`src/rtl/bitblaster_param_core_if.sv`:
```
// rtl/bitblaster_param_core_if.sv - handshake, debug and status signal bundle for bitblaster_param_core
// Ports (signals):
//   instr/instr_valid/instr_ready : instruction offer and accept
//   ext_data/ext_valid/ext_ready  : external data for ld
//   peek_addr/peek_data           : second, combinational register read port
//   bus_o, timestep, done, err    : observation and completion/status
//   flag_z/flag_n/flag_c          : status flags (tied to 0 unless BB_STATUS_FLAGS_EN)
// Modports: master drives the core (sequencer/bench), slave is the core side.
interface bitblaster_param_core_if #(
    parameter int DW   = 10,
    parameter int NREG = 4
);
    localparam int RA = $clog2(NREG);

    logic [DW-1:0] instr;
    logic          instr_valid;
    logic          instr_ready;
    logic [DW-1:0] ext_data;
    logic          ext_valid;
    logic          ext_ready;
    logic [RA-1:0] peek_addr;
    logic [DW-1:0] peek_data;
    logic [DW-1:0] bus_o;
    logic [1:0]    timestep;
    logic          done;
    logic          err;
    logic          flag_z;
    logic          flag_n;
    logic          flag_c;

    modport master (
        output instr, instr_valid, ext_data, ext_valid, peek_addr,
        input  instr_ready, ext_ready, peek_data, bus_o, timestep, done, err,
               flag_z, flag_n, flag_c
    );

    modport slave (
        input  instr, instr_valid, ext_data, ext_valid, peek_addr,
        output instr_ready, ext_ready, peek_data, bus_o, timestep, done, err,
               flag_z, flag_n, flag_c
    );
endinterface

```
`src/rtl/bitblaster_param_core.sv`:
```
// rtl/bitblaster_param_core.sv - parametrised multicycle Bitblaster core (FSM, IR, regfile, A/G ALU, ld path)
// Ports:
//   CLKb : clock, all state changes on the falling edge
//   CLR  : asynchronous active-high reset
//   bb   : bitblaster_param_core_if.slave (instruction/ext-data handshakes, peek port,
//          bus_o, timestep, done, err, flag_z/n/c)
// Optional feature macro: BB_STATUS_FLAGS_EN builds the z/n/c flag registers;
// without it the flag outputs are tied to 0.
module bitblaster_param_core #(
    parameter int DW   = 10,
    parameter int NREG = 4
) (
    input  logic                   CLKb,
    input  logic                   CLR,
    bitblaster_param_core_if.slave bb
);
    localparam int RA = $clog2(NREG);
    localparam int IW = DW - 2 - RA;
    localparam logic [DW:0] DW_L = (DW+1)'(DW);

    typedef enum logic [1:0] {T0 = 2'd0, T1 = 2'd1, T2 = 2'd2, T3 = 2'd3} state_t;

    state_t        r_state, w_next;
    logic [DW-1:0] r_ir, r_a, r_g;
    logic [DW-1:0] r_regs [NREG];
    logic          r_done, r_err;

    // Instruction fields
    logic [1:0]    w_cls;
    logic [3:0]    w_fn;
    logic [RA-1:0] w_rx, w_ry;
    logic [DW-1:0] w_imm, w_rx_val, w_ry_val;
    logic          w_is_ld, w_is_cp, w_is_single, w_is_imm, w_illegal;

    assign w_cls       = r_ir[DW-1 -: 2];
    assign w_rx        = r_ir[DW-3 -: RA];
    assign w_ry        = r_ir[DW-3-RA -: RA];
    assign w_fn        = r_ir[3:0];
    assign w_imm       = {{(DW-IW){1'b0}}, r_ir[IW-1:0]};
    assign w_rx_val    = r_regs[w_rx];
    assign w_ry_val    = r_regs[w_ry];
    assign w_is_imm    = w_cls[1];
    assign w_is_ld     = (w_cls == 2'b00) && (w_fn == 4'h0);
    assign w_is_cp     = (w_cls == 2'b00) && (w_fn == 4'h1);
    assign w_is_single = (w_cls == 2'b00) && ((w_fn == 4'h4) || (w_fn == 4'h5));
    assign w_illegal   = (w_cls == 2'b01) || ((w_cls == 2'b00) && (w_fn >= 4'hC));

    // ALU: single-operand ops read Ry directly in T1, two-operand ops use A in T2.
    logic [DW-1:0] w_opa, w_opb, w_alu;
    logic [DW:0]   w_sum, w_dif;
    logic          w_big, w_carry;

    assign w_opa = w_is_single ? w_ry_val : r_a;
    assign w_opb = w_is_imm ? w_imm : w_ry_val;
    assign w_sum = {1'b0, w_opa} + {1'b0, w_opb};
    // c for subtraction is NOT borrow, i.e. the carry of A + ~B + 1
    assign w_dif = {1'b0, w_opa} + {1'b0, ~w_opb} + {{DW{1'b0}}, 1'b1};
    assign w_big = ({1'b0, w_opb} >= DW_L);

    always_comb begin
        w_alu   = '0;
        w_carry = 1'b0;
        if (w_is_imm) begin
            w_alu   = (w_cls == 2'b10) ? w_sum[DW-1:0] : w_dif[DW-1:0];
            w_carry = (w_cls == 2'b10) ? w_sum[DW]     : w_dif[DW];
        end else begin
            case (w_fn)
                4'h2: begin w_alu = w_sum[DW-1:0]; w_carry = w_sum[DW]; end
                4'h3: begin w_alu = w_dif[DW-1:0]; w_carry = w_dif[DW]; end
                4'h4: w_alu = '0 - w_opa;
                4'h5: w_alu = ~w_opa;
                4'h6: w_alu = w_opa & w_opb;
                4'h7: w_alu = w_opa | w_opb;
                4'h8: w_alu = w_opa ^ w_opb;
                4'h9: w_alu = w_big ? '0 : (w_opa << w_opb);
                4'hA: w_alu = w_big ? '0 : (w_opa >> w_opb);
                4'hB: w_alu = w_big ? {DW{w_opa[DW-1]}} : DW'($signed(w_opa) >>> w_opb);
                default: w_alu = '0;
            endcase
        end
    end

    // Controller
    logic          w_reg_we, w_a_we, w_g_we, w_fin, w_err_set;
    logic          w_instr_ready, w_ext_ready;
    logic [DW-1:0] w_reg_wdata, w_bus;

    always_ff @(negedge CLKb or posedge CLR) begin
        if (CLR) r_state <= T0;
        else     r_state <= w_next;
    end

    always_comb begin
        w_next        = r_state;
        w_reg_we      = 1'b0;
        w_reg_wdata   = w_ry_val;
        w_a_we        = 1'b0;
        w_g_we        = 1'b0;
        w_fin         = 1'b0;
        w_err_set     = 1'b0;
        w_bus         = '0;
        w_instr_ready = 1'b0;
        w_ext_ready   = 1'b0;
        case (r_state)
            T0: begin
                w_instr_ready = 1'b1;
                if (bb.instr_valid) w_next = T1;
            end
            T1: begin
                if (w_illegal) begin
                    w_err_set = 1'b1;
                    w_fin     = 1'b1;
                    w_next    = T0;
                end else if (w_is_ld) begin
                    w_ext_ready = 1'b1;
                    w_bus       = bb.ext_data;
                    if (bb.ext_valid) begin
                        w_reg_we    = 1'b1;
                        w_reg_wdata = bb.ext_data;
                        w_fin       = 1'b1;
                        w_next      = T0;
                    end
                end else if (w_is_cp) begin
                    w_bus    = w_ry_val;
                    w_reg_we = 1'b1;
                    w_fin    = 1'b1;
                    w_next   = T0;
                end else if (w_is_single) begin
                    w_bus  = w_ry_val;
                    w_g_we = 1'b1;
                    w_next = T2;
                end else begin
                    w_bus  = w_rx_val;
                    w_a_we = 1'b1;
                    w_next = T2;
                end
            end
            T2: begin
                if (w_is_single) begin
                    w_bus       = r_g;
                    w_reg_we    = 1'b1;
                    w_reg_wdata = r_g;
                    w_fin       = 1'b1;
                    w_next      = T0;
                end else begin
                    w_bus  = w_opb;
                    w_g_we = 1'b1;
                    w_next = T3;
                end
            end
            T3: begin
                w_bus       = r_g;
                w_reg_we    = 1'b1;
                w_reg_wdata = r_g;
                w_fin       = 1'b1;
                w_next      = T0;
            end
            default: w_next = T0;
        endcase
    end

    // Datapath
    always_ff @(negedge CLKb or posedge CLR) begin
        if (CLR) begin
            r_ir   <= '0;
            r_a    <= '0;
            r_g    <= '0;
            r_done <= 1'b0;
            r_err  <= 1'b0;
            for (int i = 0; i < NREG; i++) r_regs[i] <= '0;
        end else begin
            r_done <= w_fin;
            if (w_err_set)                      r_err        <= 1'b1;
            if (w_instr_ready && bb.instr_valid) r_ir         <= bb.instr;
            if (w_a_we)                         r_a          <= w_rx_val;
            if (w_g_we)                         r_g          <= w_alu;
            if (w_reg_we)                       r_regs[w_rx] <= w_reg_wdata;
        end
    end

`ifdef BB_STATUS_FLAGS_EN
    logic r_fz, r_fn, r_fc;
    always_ff @(negedge CLKb or posedge CLR) begin
        if (CLR) begin
            r_fz <= 1'b0;
            r_fn <= 1'b0;
            r_fc <= 1'b0;
        end else if (w_g_we) begin
            r_fz <= (w_alu == '0);
            r_fn <= w_alu[DW-1];
            r_fc <= w_carry;
        end
    end
    assign bb.flag_z = r_fz;
    assign bb.flag_n = r_fn;
    assign bb.flag_c = r_fc;
`else
    assign bb.flag_z = 1'b0;
    assign bb.flag_n = 1'b0;
    assign bb.flag_c = 1'b0;
`endif

    assign bb.instr_ready = w_instr_ready;
    assign bb.ext_ready   = w_ext_ready;
    assign bb.peek_data   = r_regs[bb.peek_addr];
    assign bb.bus_o       = w_bus;
    assign bb.timestep    = r_state;
    assign bb.done        = r_done;
    assign bb.err         = r_err;
endmodule

```
`src/flat_wrapper.sv`:
```
// flat-port wrapper written by rule: the top's interface ports become plain ports
module bitblaster_param_core_flat 
#(
    parameter int DW   = 10,
    parameter int NREG = 4
)
  (CLKb, CLR, bb_instr, bb_instr_valid, bb_ext_data, bb_ext_valid, bb_peek_addr, bb_instr_ready, bb_ext_ready, bb_peek_data, bb_bus_o, bb_timestep, bb_done, bb_err, bb_flag_z, bb_flag_n, bb_flag_c);
  bitblaster_param_core_if #(.DW(DW), .NREG(NREG)) bb_i ();
  input  logic CLKb;
  input  logic CLR;
  input wire logic [$bits(bb_i.instr)-1:0] bb_instr;
  input wire logic [$bits(bb_i.instr_valid)-1:0] bb_instr_valid;
  input wire logic [$bits(bb_i.ext_data)-1:0] bb_ext_data;
  input wire logic [$bits(bb_i.ext_valid)-1:0] bb_ext_valid;
  input wire logic [$bits(bb_i.peek_addr)-1:0] bb_peek_addr;
  output wire logic [$bits(bb_i.instr_ready)-1:0] bb_instr_ready;
  output wire logic [$bits(bb_i.ext_ready)-1:0] bb_ext_ready;
  output wire logic [$bits(bb_i.peek_data)-1:0] bb_peek_data;
  output wire logic [$bits(bb_i.bus_o)-1:0] bb_bus_o;
  output wire logic [$bits(bb_i.timestep)-1:0] bb_timestep;
  output wire logic [$bits(bb_i.done)-1:0] bb_done;
  output wire logic [$bits(bb_i.err)-1:0] bb_err;
  output wire logic [$bits(bb_i.flag_z)-1:0] bb_flag_z;
  output wire logic [$bits(bb_i.flag_n)-1:0] bb_flag_n;
  output wire logic [$bits(bb_i.flag_c)-1:0] bb_flag_c;
  assign bb_i.instr = bb_instr;
  assign bb_i.instr_valid = bb_instr_valid;
  assign bb_i.ext_data = bb_ext_data;
  assign bb_i.ext_valid = bb_ext_valid;
  assign bb_i.peek_addr = bb_peek_addr;
  assign bb_instr_ready = bb_i.instr_ready;
  assign bb_ext_ready = bb_i.ext_ready;
  assign bb_peek_data = bb_i.peek_data;
  assign bb_bus_o = bb_i.bus_o;
  assign bb_timestep = bb_i.timestep;
  assign bb_done = bb_i.done;
  assign bb_err = bb_i.err;
  assign bb_flag_z = bb_i.flag_z;
  assign bb_flag_n = bb_i.flag_n;
  assign bb_flag_c = bb_i.flag_c;
  bitblaster_param_core #(.DW(DW), .NREG(NREG)) u_core (.CLKb(CLKb), .CLR(CLR), .bb(bb_i));
endmodule
```
`config.mk`:
```
export PLATFORM = sky130hd
export DESIGN_NAME = bitblaster_param_core_flat
export DESIGN_NICKNAME = d
export VERILOG_FILES = /design/src/rtl/bitblaster_param_core_if.sv /design/src/rtl/bitblaster_param_core.sv /design/src/flat_wrapper.sv
export SDC_FILE = /design/constraint.sdc
export NUM_CORES = 1
export LEC_CHECK = 0
export CAP_MARGIN = 20
export CORE_AREA = 3 3 136 138
export CTS_BUF_LIST = sky130_fd_sc_hd__clkbuf_16
export DETAILED_ROUTE_END_ITERATION = 12
export DIE_AREA = 0 0 139 141
export PLACE_DENSITY = 0.67
export RECOVER_POWER = 100
export SLEW_MARGIN = 20
export SYNTH_ARGS = -nofsm -noshare
export SYNTH_HDL_FRONTEND = slang
export SYNTH_SLANG_ARGS = --single-unit
```
`constraint.sdc`:
```
create_clock -name CLKb -period 3.86 [get_ports CLKb]
set_input_delay 0.772 -clock CLKb [delete_from_list [all_inputs] [get_ports CLKb]]
set_output_delay 0.772 -clock CLKb [all_outputs]
set_load 0.005 [all_outputs]
```
==> impl_metrics.yaml <==
status:
  status: "finished with violations"
  violations: "setup timing"
placement:
  port_buffers: 51
  dp_slack_ns: -1.27
  hpwlAfterDp_um: 24300
  routabilityCongestion: 0.987
  placed_cells: 1391
global_routing:
  grt_pass1_vias: 8961
  grt-ovfl-total: 0
  grt_max_degree: 29
  antenna_found_initial: 0
  grt_use_total_pct: 32.4
  grt_pass1_wl_um: 50500
synth:
  yosysUniqueCellTypes: 86
  synth-seq-cells: 74
  synth_top_area_share_pct: 23.7
  ys.flop_type: "dfrtn_1"
  avgSynthCellArea_um2: 8.36
  yosysTopAreaCell: "dfrtn_1"
  async_flop_share_pct: 100
  synth_common_cells: "122 x nor2_1, 88 x a21oi_1, 75 x nand2_1"
  synth-seq-area-share_pct: 23.7
  ys_warn_count: 0
  synth-edff-count: 0
  synthTopCellsByArea: "dfrtn_1 24%, mux4_2 8.4%, nor2_1 5.9%"
  synth.most_common_cell: "nor2_1"
  syn_area_mm2: 0.00780
  synth_cells: 934
timing:
  tns_ns: -18.52
  timing.hold.ws_ns: 0.419
  slew_viol_final: 0
  tightest_slew_ns: 1.05
  hold_viol_final: 0
  fin_worst_skew_ns: 0.00675
  fin_ws_ns: -1.45
  finalSetupViolCount: 27
  maxSlewHeadroom_pct: 29.1
  rsz0062_at_grt: "yes"
clock_tree:
  cts_tree: "built"
  cts_sinks: 74
  clock_latency_ns: 0.35
  numCtsBuffers: 9
  clkTransAtPathRegs_ns: 0.05
  cts-root-buf: "clkbuf_16"
  htreeDepth: 3
  clockBufferDepth: 2
die:
  dieArea_mm2: 0.0196
  fp.dieW_um: 139
  start_util_pct: 45.1
  ioPinCount: 55
  rows: 48
  core_mm2: 0.0173
  die_h_um: 141
finish:
  syn_to_final_growth_pct: 51.9
  fill_cells: 1374
  fin_nets: 1300
  final_cells: 1469
  layout-drive-gt1-share_pct: 42.3
  insertedDiodeCount: 0
route:
  ant_nets: 0
  via_per_inst: 6.25
  vias: 9179
  drt-wirelength-per-cell_um: 22.8
  firstDrtPassIters: 8
  drt_iter0_drc: 1144
  totalWireLength_um: 33400
  route.detailed.drc: 0
worst_setup_path:
  path_max_fanout: 5
  required_ns: 3.09
  crit_start: "u_core.r_ir[2]$_DFFE_NP0P_"
  end_kind: "primary output"
  start_kind: "register"
  regToRegStartpoint: "u_core.r_ir[4]$_DFFE_NP0P_"
  path_class: "reg -> out"
  crit_arrival_ns: 4.54
hold_path:
  hold_class: "reg -> reg"
  hp-start: "u_core.bb.err$_DFFE_NP0P_"
job:
  drv_cap: 0
-- logic make-up (layout without fill, tap and decap cells) --
| logic type | count (synthesis) | count (layout) | share of synthesized area, % |
|---|---|---|---|
| muxes | 105 | 105 | 18.9 |
| xor gates and xnor gates | 19 | 19 | 2.13 |
| buffers and inverters | 114 | 421 | 6.60 |
| adders and majority gates | 35 | 35 | 5.71 |
| DFF | 74 | 74 | 23.7 |
| AOI/OAI and AO/OA | 280 | 280 | 24.9 |
| other | 1 | 3 | 0.0480 |
| and+or+nand+nor | 306 | 307 | 17.9 |
-- critical path, stage by stage, from the launching register on --
cell and delay, ns:
dfrtn_1 0.46, buf_6 0.12, ha_4 0.12, nor4b_4 0.28
a21oi_4 0.08, buf_12 0.16, buf_6 0.11, mux2i_1 0.17
a21oi_1 0.09, a222oi_1 0.42, nor2_1 0.09, buf_2 0.14
-- worst paths after layout --
check                                               end  slack, ns  cells after the start
max in group asynchronous     u_core.r_g[2]$_DFFE_NP0P_       0.73                      3
min                           u_core.bb.err$_DFFE_NP0P_       0.42                      1
min reg2reg                   u_core.bb.err$_DFFE_NP0P_       0.42                      1
min in group asynchronous  u_core.r_regs[3]$_DFFE_NP0P_       2.59                      2
max reg2reg                   u_core.r_g[8]$_DFFE_NP0P_      -0.23                     16
max                                         bb_bus_o[5]      -1.45                     11
-- cell type report --
| type | count | area [µm²] | area share (%) |
|---|---|---|---|
| Clock buffer | 9 | 225 | 1.90 |
| Clock inverter | 7 | 75.1 | 0.633 |
| Inverter | 45 | 183 | 1.54 |
| Multi-Input combinational cell | 749 | 6030 | 50.9 |
| Sequential cell | 74 | 1850 | 15.6 |
| Tap cell | 225 | 282 | 2.37 |
| Timing Repair Buffer | 360 | 3210 | 27.1 |
-- sequential cells by signal, summed over array words and instances, names as in the netlist --
signal / count
u_core.r_regs: 40
u_core.r_a: 10
u_core.r_g: 10
u_core.r_ir: 10
u_core.bb.timestep: 2
u_core.bb.done: 1
u_core.bb.err: 1
-- layout by cell type (no fill, tap or decap), types with 21 or more instances in the layout --
cell and instances:
a21oi_1 74, buf_4 242, buf_6 43, clkdlybuf4s50_1 23, dfrtn_1 74, ha_1 21
inv_1 30, mux2_2 31, mux2i_1 35, mux4_2 29, nand2_1 75, nor2_1 116
nor3_1 25, o21ai_0 32
-- per-layer routing --
metal	GRT usage (%)	part of all wire, %	up-vias
met5	0	0	-
met1	43.1	41	4362
li1	-	-	4133
met2	52.4	46	551
met4	15.6	5.5	0
met3	4.58	7.6	133
-- stage by stage --
step | instance area [µm²] | util [%]
2_1_floorplan | 7970 | -
3_3_place_gp | 10400 | 59.9
3_5_place_dp | 10400 | 59.9
4_1_cts | 11300 | 65.4
5_1_grt | 11900 | 68.6
6_report | 11900 | 68.6
-- repair_timing --
item | 4_1_cts | 5_1_grt
pin swaps | 55 | 47
hold endpoints to repair | 0 | 0
resized for setup | 178 | 94
setup buffers | 41 | 31
setup endpoints to repair | 73 | 69
hold buffers | 0 | 0
gates cloned | 3 | 2
Power is not shown: default switching activity piles up to over one toggle a cycle in this logic, so the estimate is an artifact.
